<file path="src/rtl/softmax_norm.sv">
// softmax_norm: buffers NUM_CLASSES exp values, sums them, then streams x[i]/sum in Q(FRACTION)
// Ports:
//   clk, rst (async, active-low)
//   softmax_ready_in/valid_in/data_in    : input stream, accepted only while accumulating
//   softmax_ready_out/valid_out/data_out : output stream of quotients
//   softmax_last_out                     : flags the final element of a vector
module softmax_norm #(
    parameter int DATA_WIDTH  = 16,
    parameter int FRACTION    = 8,
    parameter int NUM_CLASSES = 10
) (
    input  logic                  clk,
    input  logic                  rst,
    output logic                  softmax_ready_in,
    input  logic                  softmax_valid_in,
    input  logic [DATA_WIDTH-1:0] softmax_data_in,
    input  logic                  softmax_ready_out,
    output logic                  softmax_valid_out,
    output logic [DATA_WIDTH-1:0] softmax_data_out,
    output logic                  softmax_last_out
);
    localparam int SUM_WIDTH = DATA_WIDTH + $clog2(NUM_CLASSES);
    localparam int IDX_W     = $clog2(NUM_CLASSES);
    localparam int QB        = DATA_WIDTH + FRACTION;
    localparam int CNT_W     = $clog2(QB);
    typedef enum logic [1:0] {ACCUM, DIV, OUT} state_e;
    state_e                state_q, state_d;
    logic [IDX_W-1:0]      index_q, index_d;
    logic [SUM_WIDTH-1:0]  sum_q, sum_d, rem_q, rem_d;
    logic [QB-1:0]         quo_q, quo_d, num;
    logic [CNT_W-1:0]      cnt_q, cnt_d;
    logic                  valid_q, valid_d, last_q, last_d, last_idx, ge;
    logic [DATA_WIDTH-1:0] data_q, data_d, result;
    logic [SUM_WIDTH:0]    rem_sh, rem_nx;
    logic [DATA_WIDTH-1:0] mem_q [NUM_CLASSES];
    assign softmax_ready_in  = state_q == ACCUM;
    assign softmax_valid_out = valid_q;
    assign softmax_data_out  = data_q;
    assign softmax_last_out  = last_q;
    assign last_idx = index_q == IDX_W'(NUM_CLASSES - 1);
    // Numerator bits are consumed MSB first; cnt_q counts down so it indexes num directly.
    assign num    = {mem_q[index_q], {FRACTION{1'b0}}};
    assign rem_sh = {rem_q, num[cnt_q]};
    assign ge     = rem_sh >= {1'b0, sum_q};
    assign rem_nx = ge ? rem_sh - {1'b0, sum_q} : rem_sh;
    // A zero sum makes every trial subtraction succeed; the result is forced to 0 instead.
    assign result = (sum_q == '0) ? '0 : (|quo_q[QB-1:DATA_WIDTH]) ? '1 : quo_q[DATA_WIDTH-1:0];
    always_comb begin
        state_d = state_q;
        index_d = index_q;
        sum_d   = sum_q;
        rem_d   = rem_q;
        quo_d   = quo_q;
        cnt_d   = cnt_q;
        valid_d = valid_q;
        last_d  = last_q;
        data_d  = data_q;
        case (state_q)
            ACCUM: if (softmax_valid_in) begin
                sum_d   = sum_q + SUM_WIDTH'(softmax_data_in);
                index_d = last_idx ? '0 : index_q + IDX_W'(1);
                if (last_idx) begin
                    state_d = DIV;
                    rem_d   = '0;
                    quo_d   = '0;
                    cnt_d   = CNT_W'(QB - 1);
                end
            end
            DIV: begin
                rem_d = rem_nx[SUM_WIDTH-1:0];
                quo_d = {quo_q[QB-2:0], ge};
                cnt_d = cnt_q - CNT_W'(1);
                if (cnt_q == '0) state_d = OUT;
            end
            OUT: if (!valid_q) begin
                // First OUT cycle captures the finished quotient into the output register.
                valid_d = 1'b1;
                data_d  = result;
                last_d  = last_idx;
            end else if (softmax_ready_out) begin
                valid_d = 1'b0;
                last_d  = 1'b0;
                if (last_q) begin
                    sum_d   = '0;
                    index_d = '0;
                    state_d = ACCUM;
                end else begin
                    index_d = index_q + IDX_W'(1);
                    state_d = DIV;
                    rem_d   = '0;
                    quo_d   = '0;
                    cnt_d   = CNT_W'(QB - 1);
                end
            end
            default: state_d = ACCUM;
        endcase
    end
    always_ff @(posedge clk or negedge rst) begin
        if (!rst) begin
            state_q <= ACCUM;
            index_q <= '0;
            sum_q   <= '0;
            rem_q   <= '0;
            quo_q   <= '0;
            cnt_q   <= '0;
            valid_q <= 1'b0;
            last_q  <= 1'b0;
            data_q  <= '0;
        end else begin
            state_q <= state_d;
            index_q <= index_d;
            sum_q   <= sum_d;
            rem_q   <= rem_d;
            quo_q   <= quo_d;
            cnt_q   <= cnt_d;
            valid_q <= valid_d;
            last_q  <= last_d;
            data_q  <= data_d;
        end
    end
    always_ff @(posedge clk) begin
        if (softmax_ready_in && softmax_valid_in) mem_q[index_q] <= softmax_data_in;
    end
endmodule
</file>
<file path="config.mk">
export PLATFORM = sky130hd
export DESIGN_NAME = softmax_norm
export DESIGN_NICKNAME = d
export VERILOG_FILES = /design/src/rtl/softmax_norm.sv
export SDC_FILE = /design/constraint.sdc
export NUM_CORES = 1
export LEC_CHECK = 0
export CORE_MARGIN = 2
export CORE_UTILIZATION = 30
export CTS_BUF_LIST = sky130_fd_sc_hd__clkbuf_4 sky130_fd_sc_hd__clkbuf_8
export CTS_CLUSTER_DIAMETER = 200
export CTS_CLUSTER_SIZE = 25
export DETAILED_ROUTE_END_ITERATION = 16
export GPL_ROUTABILITY_DRIVEN = 0
export GPL_TIMING_DRIVEN = 0
export PLACE_DENSITY = 0.53
export SYNTH_ARGS = -nofsm -noshare
export SYNTH_HDL_FRONTEND = slang
export SYNTH_SLANG_ARGS = --single-unit
</file>
<file path="constraint.sdc">
create_clock -name clk -period 4.07 [get_ports clk]
set_input_delay 0.6105 -clock clk [delete_from_list [all_inputs] [get_ports clk]]
set_output_delay 0.6105 -clock clk [all_outputs]
set_load 0.005 [all_outputs]
</file>
# Word-level counts from Yosys, hierarchy flattened
# Memory sizes are Yosys's and may differ from the RTL's.
# Cells that the tools add are included.
dict set report word_totals {
  ramBits 160
  in_bits 20
  word_cells 88
  reg_bits 93
  memories 1
}
# name depth word_bits read_ports rd_ports_with_merged_regs write_ports line_no
set mem_list {}
lappend mem_list {mem_q 10 16 1 0 1 35} ;# logic [DATA_WIDTH-1:0] mem_q [NUM_CLASSES];
dict set report classes {
  order_cmp 2
  n_mux 47
  addsub 4
  reduce_logical 13
  eq_ne 11
  bitwise_logic 1
}
# operator count
set ops {}
lappend ops {{2-to-1 mux 20 bit} 10}
lappend ops {{2-to-1 mux 24 bit} 5}
lappend ops {{one-hot mux 24 bit (3 select lines)} 1}
lappend ops {{one-hot mux 20 bit (3 select lines)} 1}
lappend ops {{one-hot mux 20 bit (2 select lines)} 1}
lappend ops {{2-to-1 mux 16 bit} 2}
lappend ops {{2-to-1 mux 5 bit} 5}
lappend ops {{>= comparator 21 x 20 -> 1 bit} 1}
lappend ops {{adder 20 x 16 -> 20 bit} 1}
lappend ops {{zero test 20 bit} 1}
lappend ops {{2-to-1 mux 4 bit} 5}
lappend ops {{subtractor 20 bit} 1}
lappend ops {{one-hot mux 5 bit (3 select lines)} 1}
lappend ops {{inequality test 2 bit, second input constant} 6}
lappend ops {{2-to-1 mux 2 bit} 5}
lappend ops {{AND reduction 5 bit} 2}
lappend ops {{2-to-1 mux 1 bit} 8}
lappend ops {{one-hot mux 4 bit (2 select lines)} 1}
lappend ops {{OR reduction 8 bit} 1}
lappend ops {{< comparator 5 x 6 -> 1 bit, second input constant} 1}
lappend ops {{one-hot mux 2 bit (3 select lines)} 1}
lappend ops {{AND reduction 6 bit} 1}
lappend ops {{binary-select mux 1 bit (select 5 bit)} 1}
lappend ops {{zero test 5 bit} 1}
lappend ops {{13 further kinds} 15}

# Logic depth before layout (Yosys ltp)
# An unclocked memory read counts as a cell.
dict set report logic_depth {
  depth_word 6
  mapped_depth 20
}

# Worst setup path after synthesis
# No wires, ideal clock.
dict set report synth_timing {
  path_type {register to register}
  startpoint {reg index_q[0]}
  endpoint {reg rem_q[18]}
  setup_slack_ns -0.441
  setup_ns 0.130
  required_time_ns 3.940
  stages_incl_launch_ff 18
  t_arrival_ns 4.381
  synth_period_minus_slack_ns 4.511
  path_buffers 2
  path_cell_list {dfrtp_1 buf_6 buf_12 mux4_2 o22ai_1 a211oi_1 or4_4 a311oi_2 ha_1 inv_1 fa_1 a211o_1 a211o_1 a41o_1 o41ai_1 nor3_1 a311oi_1 o21ai_0}
}
dict set report synth_via {
  elab_chain_cells 6
}
# element line_no
set synth_rtl {}
lappend synth_rtl {{start, declared} 28} ;# logic [IDX_W-1:0] index_q, index_d;
lappend synth_rtl {{start signal, assigned} 111} ;# index_q <= index_d;
lappend synth_rtl {{memory read (10 x 16 bit)} n/a}
lappend synth_rtl {{binary-select mux 1 bit (select 5 bit)} 43} ;# assign rem_sh = {rem_q, num[cnt_q]};
lappend synth_rtl {{2-to-1 mux 1 bit (implied by the code)} 43}
lappend synth_rtl {{subtractor 20 bit or >= comparator 21 x 20 -> 1 bit (tied branches)} {45, 44}}
lappend synth_rtl {{2-to-1 mux 20 bit} 45} ;# assign rem_nx = ge ? rem_sh - {1'b0, sum_q} : rem_sh;
lappend synth_rtl {{one-hot mux 20 bit (3 select lines)} 58} ;# case (state_q)
lappend synth_rtl {{end signal, assigned} 113} ;# rem_q <= rem_d;
lappend synth_rtl {{end, declared} 29} ;# logic [SUM_WIDTH-1:0] sum_q, sum_d, rem_q, rem_d;
# Several ways; a longest one is shown, not always the timed one. The select of a mux whose other input is x is not followed.
# A chain may end at the register's enable or synchronous reset.

# Final worst setup path
dict set report layout_timing {
  startpoint {reg index_q[0]}
  endpoint {reg rem_q[12]}
}
# The elaborated chain is that of the path after synthesis.

==> load_flow_metrics.sql <==
INSERT INTO impl_metrics (metric_group, metric, value, unit) VALUES
('yosys', 'synth.lib_cells_used.distinct', '69', ''),
('floorplanning', 'die_w', '204.4', 'um'),
('yosys', 'synth.yosys.seq_area_share', '59.21', '%'),
('clock_network', 'cts_sinks', '253', ''),
('grt', 'grt-ovfl-total', '0', ''),
('clock_network', 'cts_max_level', '1', ''),
('sta', 'final.period_utilization', '116.0', '%'),
('grt', 'antenna_found_initial', '0', ''),
('yosys', 'avgSynthCellArea', '13.03', 'um2'),
('sta', 'fin_setup_tns', '-8415', 'ps'),
('yosys', 'synth_register_bits', '253', ''),
('yosys', 'synth_cells', '924', ''),
('yosys', 'synth_area', '12040', 'um2'),
('critical_path', 'crit_path_end_kind', 'flip-flop', ''),
('power', 'worst_ir_drop_vdd', '0.3129', 'mV'),
('floorplanning', 'die_area', '41770', 'um2'),
('critical_path', 'cp.arrival', '5190', 'ps'),
('routing', 'routedWlPerCell', '20.30', 'um'),
('clock_network', 'cts.reportedPaths.clkPinSlew', '170', 'ps'),
('power', 'power.density', '796.9', 'nW/um2'),
('critical_path', 'critPathMostFrequentCell', 'buf_4', ''),
('yosys', 'mappedNetlistNets', '988', ''),
('routing', 'detail_route.drc_violations', '0', ''),
('critical_path', 'path_class', 'reg2reg', ''),
('sta', 'final_critical_period', '4719', 'ps'),
('status', 'violated_checks', 'setup timing', ''),
('sta', 'final_hold_viol_count', '0', ''),
('yosys', 'synth.top_cells.by_area', 'edfxtp_1 40%, dfrtp_1 19%, ha_1 4.4%, mux4_2 3.4%, o21ai_0 2.8%', ''),
('routing', 'drt_pass1_iterations', '5', ''),
('routing', 'wl', '31230', 'um'),
('yosys', 'dominant_combinational_cell_family_by_area_after_synthesis', 'compound AO/OA/AOI/OAI gates', ''),
('floorplanning', 'dieHeight', '204.4', 'um'),
('routing', 'via_count_normalized_by_instance_count', '5.171', ''),
('yosys', 'ys_dominant_reg_cell', 'edfxtp_1', ''),
('critical_path', 'worstSetupStartpointType', 'flip-flop', ''),
('routing', 'dr_total_vias', '7953', ''),
('floorplanning', 'floorplan.core_area', '39640', 'um2'),
('clock_network', 'holdBufCountCts', '0', ''),
('clock_network', 'cts.path.max_buffers', '3', ''),
('sta', 'fmax', '211.9', 'MHz'),
('cells_and_area', 'n_fill_cell', '3887', ''),
('sta', 'slew-limit-headroom', '19.28', '%'),
('yosys', 'ys_async_sr_fraction', '36.76', '%'),
('sta', 'report.final.slew_viol_count', '0', ''),
('routing', 'dr.first_iter.drc_count', '681', ''),
('floorplanning', 'rows', '73', ''),
('placed_design', 'place.detailed.hpwl', '20540', 'um'),
('sta', 'unrepaired_setup_endpoints_after_global_routing', 'yes', ''),
('critical_path', 'cp_cell_sequence', 'buf_12 -> buf_8 -> mux4_1 -> o22ai_2 -> a2111oi_0 -> or4_4 -> a311oi_2 -> buf_4 -> ha_4 -> inv_2 -> fa_2 -> a211o_1 -> buf_4 -> a2111oi_4 -> o21ai_2 -> a31o_2 -> a21oi_2 -> xor2_1 -> o21ai_1', ''),
('floorplanning', 'ioPinCount', '39', ''),
('status', 'outcome', 'complete, but fails checks', ''),
('clock_network', 'clk_latency', '560', 'ps'),
('sta', 'setup_viol', '21', ''),
('floorplanning', 'starting_density', '30.38', '%'),
('grt', 'globalRouteTotalUtil', '15.12', '%'),
('yosys', 'yosysWarningCount', '0', ''),
('clock_network', 'tritoncts', 'done', ''),
('critical_path', 'reg2reg_slack', '-650', 'ps'),
('sta', 'setup_slack', '-649.2', 'ps'),
('yosys', 'synth-compound-area-share', '13.62', '%'),
('yosys', 'yosys.area.top_type_share', '39.89', '%'),
('cells_and_area', 'layout.nets', '1070', ''),
('routing', 'ant_nets', '0', ''),
('yosys', 'synth-edff-count', '160', ''),
('grt', 'vias_in_the_first_global_route', '7974', ''),
('yosys', 'yosys.area_share.xor_xnor', '2.254', '%'),
('cells_and_area', 'antenna_cells', '0', ''),
('yosys', 'yosys.area_share.adder', '4.696', '%'),
('hold_path', 'min_path_type', 'in2async', ''),
('grt', 'largest_net_degree_at_the_start_of_global_routing', '49', ''),
('cells_and_area', 'drive_gt1_share', '14.31', '%');
layer usage:
layer  GRT usage, %  wire, um
met5              0         0
met4          4.141       745
met3          2.105      1431
met2          24.21     14280
met1          21.46     14770
cell usage after synthesis, drive strengths merged (11+ instances only):
master,instances
o21ai,69
mux2,14
mux2i,24
o22ai,16
and3,12
edfxtp,160
a22o,27
a21oi,33
nor3,15
nor2,43
dfrtp,93
inv,37
nand2,74
xor2,15
nand3,11
xnor2,16
nand2b,11
clkbuf,28
ha,42
buf,15
nor2b,11
mux4,29
per-stage QoR:
stage	util, %	hold slack, ps	setup WS (ps)	power (mW)	instances
6_report	35.17	62.37	-649.2	11.11	1538
5_1_grt	35.17	86.70	-821.5	11.92	1538
4_1_cts	35.05	72.61	-627.6	11.02	1535
3_3_place_gp	33.09	462.0	-1461	8.887	1487
3_5_place_dp	33.20	470.7	-1377	8.930	1489
2_1_floorplan	-	314.9	-252.6	7.493	924
path summary, 6_finish.rpt:
path / startpoint / to / cells past startpoint
min in group clk: softmax_data_out[14]$_DFFE_PN0P_ / softmax_data_out[14]$_DFFE_PN0P_ / 2
max in group asynchronous: rst / sum_q[16]$_DFFE_PN0P_ / 2
worst min-delay path: rst / rem_q[2]$_DFFE_PN0P_ / 1
worst max register to register: index_q[0]$_DFFE_PN0P_ / rem_q[12]$_DFFE_PN0P_ / 19
worst max-delay path: index_q[0]$_DFFE_PN0P_ / rem_q[12]$_DFFE_PN0P_ / 19
worst min register to register: softmax_data_out[14]$_DFFE_PN0P_ / softmax_data_out[14]$_DFFE_PN0P_ / 2
flip-flops by register name (all words and copies together), names as in the netlist:
name,count
sum_q,20
rem_q,20
cnt_q,5
softmax_valid_out,1
softmax_last_out,1
mem_q,160
state_q,2
softmax_data_out,16
index_q,4
quo_q,24
power breakdown:
part / internal (mW) / leakage (nW) / total (mW) / switching [mW]
Combinational: 2.84 / 2.37 / 6.31 / 3.47
Clock: 0.409 / 0.149 / 1.24 / 0.827
Sequential: 3.19 / 2.63 / 3.57 / 0.376
Total: 6.44 / 5.15 / 11.1 / 4.67
cells by family after synthesis:
logic type               after synthesis
flip-flops                           253
AO/OA/AOI/OAI                        242
AND/OR/NAND/NOR                      206
buffers and inverters                 81
multiplexers                          67
adder cells (fa/ha/maj)               44
XOR/XNOR                              31
area by class of cell:
cell class | count | area, um2 | area share [%]
inverter | 38 | 142.6 | 1.023
timing repair buffer | 67 | 669.4 | 4.801
sequential | 253 | 7132 | 51.15
clock buffer | 21 | 245.2 | 1.759
clock inverter | 2 | 38.79 | 0.2782
tap | 525 | 656.9 | 4.711
buffer | 42 | 276.5 | 1.983
multi-input combinational | 590 | 4782 | 34.30
what timing repair did:
item | in CTS | in global routing
endpoints found under the setup margin | 21 | 21
buffers inserted | 21 | 3
pin swaps | 13 | 0
gates resized for setup | 80 | 7
gates cloned | 3 | 0
worst max-delay path, delay by kind of cell, from the launching register on:
kind | cells | cell delay, ps
buffers and inverters | 5 | 660
multiplexers | 1 | 590
adder cells (fa/ha/maj) | 2 | 470
flip-flops | 1 | 430
AND/OR/NAND/NOR | 1 | 520
AO/OA/AOI/OAI | 9 | 1720
XOR/XNOR | 1 | 190
(Power assumes the default switching activity.)
==> variant: new RTL, config.mk and constraints unchanged <==
`NUM_CLASSES`: 10 -> 9.
--- a/src/rtl/softmax_norm.sv
+++ b/src/rtl/softmax_norm.sv
@@ -8,5 +8,5 @@
     parameter int DATA_WIDTH  = 16,
     parameter int FRACTION    = 8,
-    parameter int NUM_CLASSES = 10
+    parameter int NUM_CLASSES = 9
 ) (
     input  logic                  clk,
Check against the original RTL: not equivalent (a bounded check fails within 10 cycles, from zero or initial values and one cycle with rst low).
==> variant against the unedited design <==
The flow still finishes with violations (setup timing). Synthesized area decreased by 5.2%. Setup slack improved by 230 ps. Wire length down 4.5%. Power shrank 5.7%. Design area fell by 4.6%. Final cell count decreased by 1.5%. Sequential cell count down 16. Non-clock buffer count rose by 2. Combinational power fell by 5.4%.
==> variant: results (changes against the unedited design) <==
[detailed_routing]
vias = 7622  ; -4.2%
first_iter_violations = 456  ; -33%
met3_length_um = 914  ; -36%
wl_per_cell_um = 19.7  ; -3.1%
wl_met1_um = 13900  ; -6.2%
firstDrtPassIters = 4  ; -1
wl_met2_um = 14400  ; +1.1%
top_layer_used = met4

[finish]
buffers = 111  ; +1.8%
fillers = 3686  ; -5.2%
layout-drive-gt1-share_pct = 13.7  ; -0.57 points
multi_input_area_share_pct = 35.0  ; +0.68 points
nets = 1063  ; -0.65%
n_clock_buffer = 18  ; -14%
buffer_area_share_pct = 7.40  ; +0.62 points
multiInputCombCellCount = 600  ; +1.7%
clk_share_pct = 1.81  ; -0.23 points
area_growth_pct = 16.5
inverters = 36  ; -5.3%
top_regs = mem_q: 144 flops, quo_q: 24 flops

[synth]
synthMuxAreaShare_pct = 7.91  ; -1.2 points
synth-xor-area-share_pct = 2.07  ; -0.18 points
synth_compound_area_share_pct = 13.9  ; +0.31 points
synth.area.top_cells = edfxtp_1 38%, dfrtp_1 20%, ha_1 4.6%, mux2i_1 4.0%, mux4_2 3.5%
yosys-top-cells-count = 144 x edfxtp_1, 93 x dfrtp_1, 80 x nand2_1
ys_ff_latch = 237  ; -6.3%
synthAdderAreaFrac_pct = 4.95  ; +0.26 points
async_flop_share_pct = 39.2  ; +2.5 points
synth_nets = 980  ; -0.81%
ys_seq_area_share_pct = 58.2  ; -0.97 points
synth-edff-count = 144  ; -10%
synth.distinct_cells = 77  ; +12%

[global_routing]
grt_pass1_wl_um = 46200  ; -4.5%
grtUsageTotal_pct = 15.3  ; +0.19 points
grt_pass1_vias = 7710  ; -3.3%
grt_max_degree = 66  ; +35%

[sta]
skew_ps = 17.9  ; -20.0 ps
worst_slack_ps = -417  ; +232 ps
worst_pin_slew_ps = 1100  ; -108 ps
setup_tns_ps = -7400  ; +1020 ps
setup_viol = 21  ; unchanged

[place]
dp_slack_ps = -1110  ; +268 ps
dp_hpwl_um = 20200  ; -1.4%
placed_cell_area_mm2 = 0.0125  ; -5.2%

[clock_network]
cts_resized = 38  ; -53%
cts_buffers = 13  ; -1
cts_setup_buffers = 19  ; -9.5%
clock_latency_ps = 540  ; -20 ps
hold_buffers = 1  ; +1
h-tree-depth = 1  ; unchanged

[power_and_ir_drop]
p_per_area_mw_per_mm2 = 788  ; -1.2%
power.leakage_nw = 5.01  ; -2.6%
vdd_ir_drop_max_v = 0.000279  ; -11%

[hold_path]
hold_class = register to register

[status]
violations = setup timing
run_status = complete, but fails checks

[setup_path]
slowest_stage = o41a_1
crit_arrival_ps = 4910  ; -280 ps
cpPeakStageDelay_ps = 530  ; -60 ps

## variant: cell count changes in the layout (fill, tap and decap cells not counted), sizes merged, moves of 6 or more
cell and delta:
a32oi -8, clkbuf -7, edfxtp -16, mux2 -13, mux2i +22, mux4 -10, nand2 +6, nand2b -6
nand3 +10, nor2 +11, o22ai -11, o31ai +7, xor2 -8
## variant: stage by stage
stage	total power, W	std cells
final	0.0105	1515
after global routing	0.0113	1515
after CTS	0.0102	1508
after detailed placement	0.00869	1467
after global placement	0.00862	1465
after floorplan	0.00729	916
## variant: kinds of logic after synthesis
| logic type | Yosys count |
|---|---|
| compound gates | 230 |
| xor+xnor | 27 |
| fa+ha+maj | 44 |
| buf+inv | 79 |
| flops | 237 |
| mux | 66 |
| simple gates | 233 |
## variant: metal layers
| metal | track usage, % | up-vias |
|---|---|---|
| met5 | 0 | - |
| met4 | 3.90 | 0 |
| met3 | 1.42 | 32 |
| met2 | 26.1 | 120 |
| met1 | 20.9 | 3853 |
| li1 | - | 3617 |
## variant: final timing paths
| path | endpoint | startpoint | slack (ps) | cells after the start |
|---|---|---|---|---|
| worst min-delay path | softmax_data_out[13] | softmax_data_out[13] | 500 | 2 |
| worst min register to register | softmax_data_out[13] | softmax_data_out[13] | 500 | 2 |
| worst max register to register | rem_q[10] | index_q[1] | -420 | 17 |
| min in group asynchronous | softmax_data_out[4] | rst | 520 | 2 |
| max in group asynchronous | index_q[0] | rst | 2850 | 3 |
| worst max-delay path | rem_q[10] | index_q[1] | -420 | 17 |
## variant: power breakdown
group,switching (W),internal (W),total (W)
clock,0.000751,0.000358,0.00111
combinational,0.00324,0.00273,0.00597
sequential,0.000420,0.00298,0.00340
total,0.00441,0.00607,0.0105
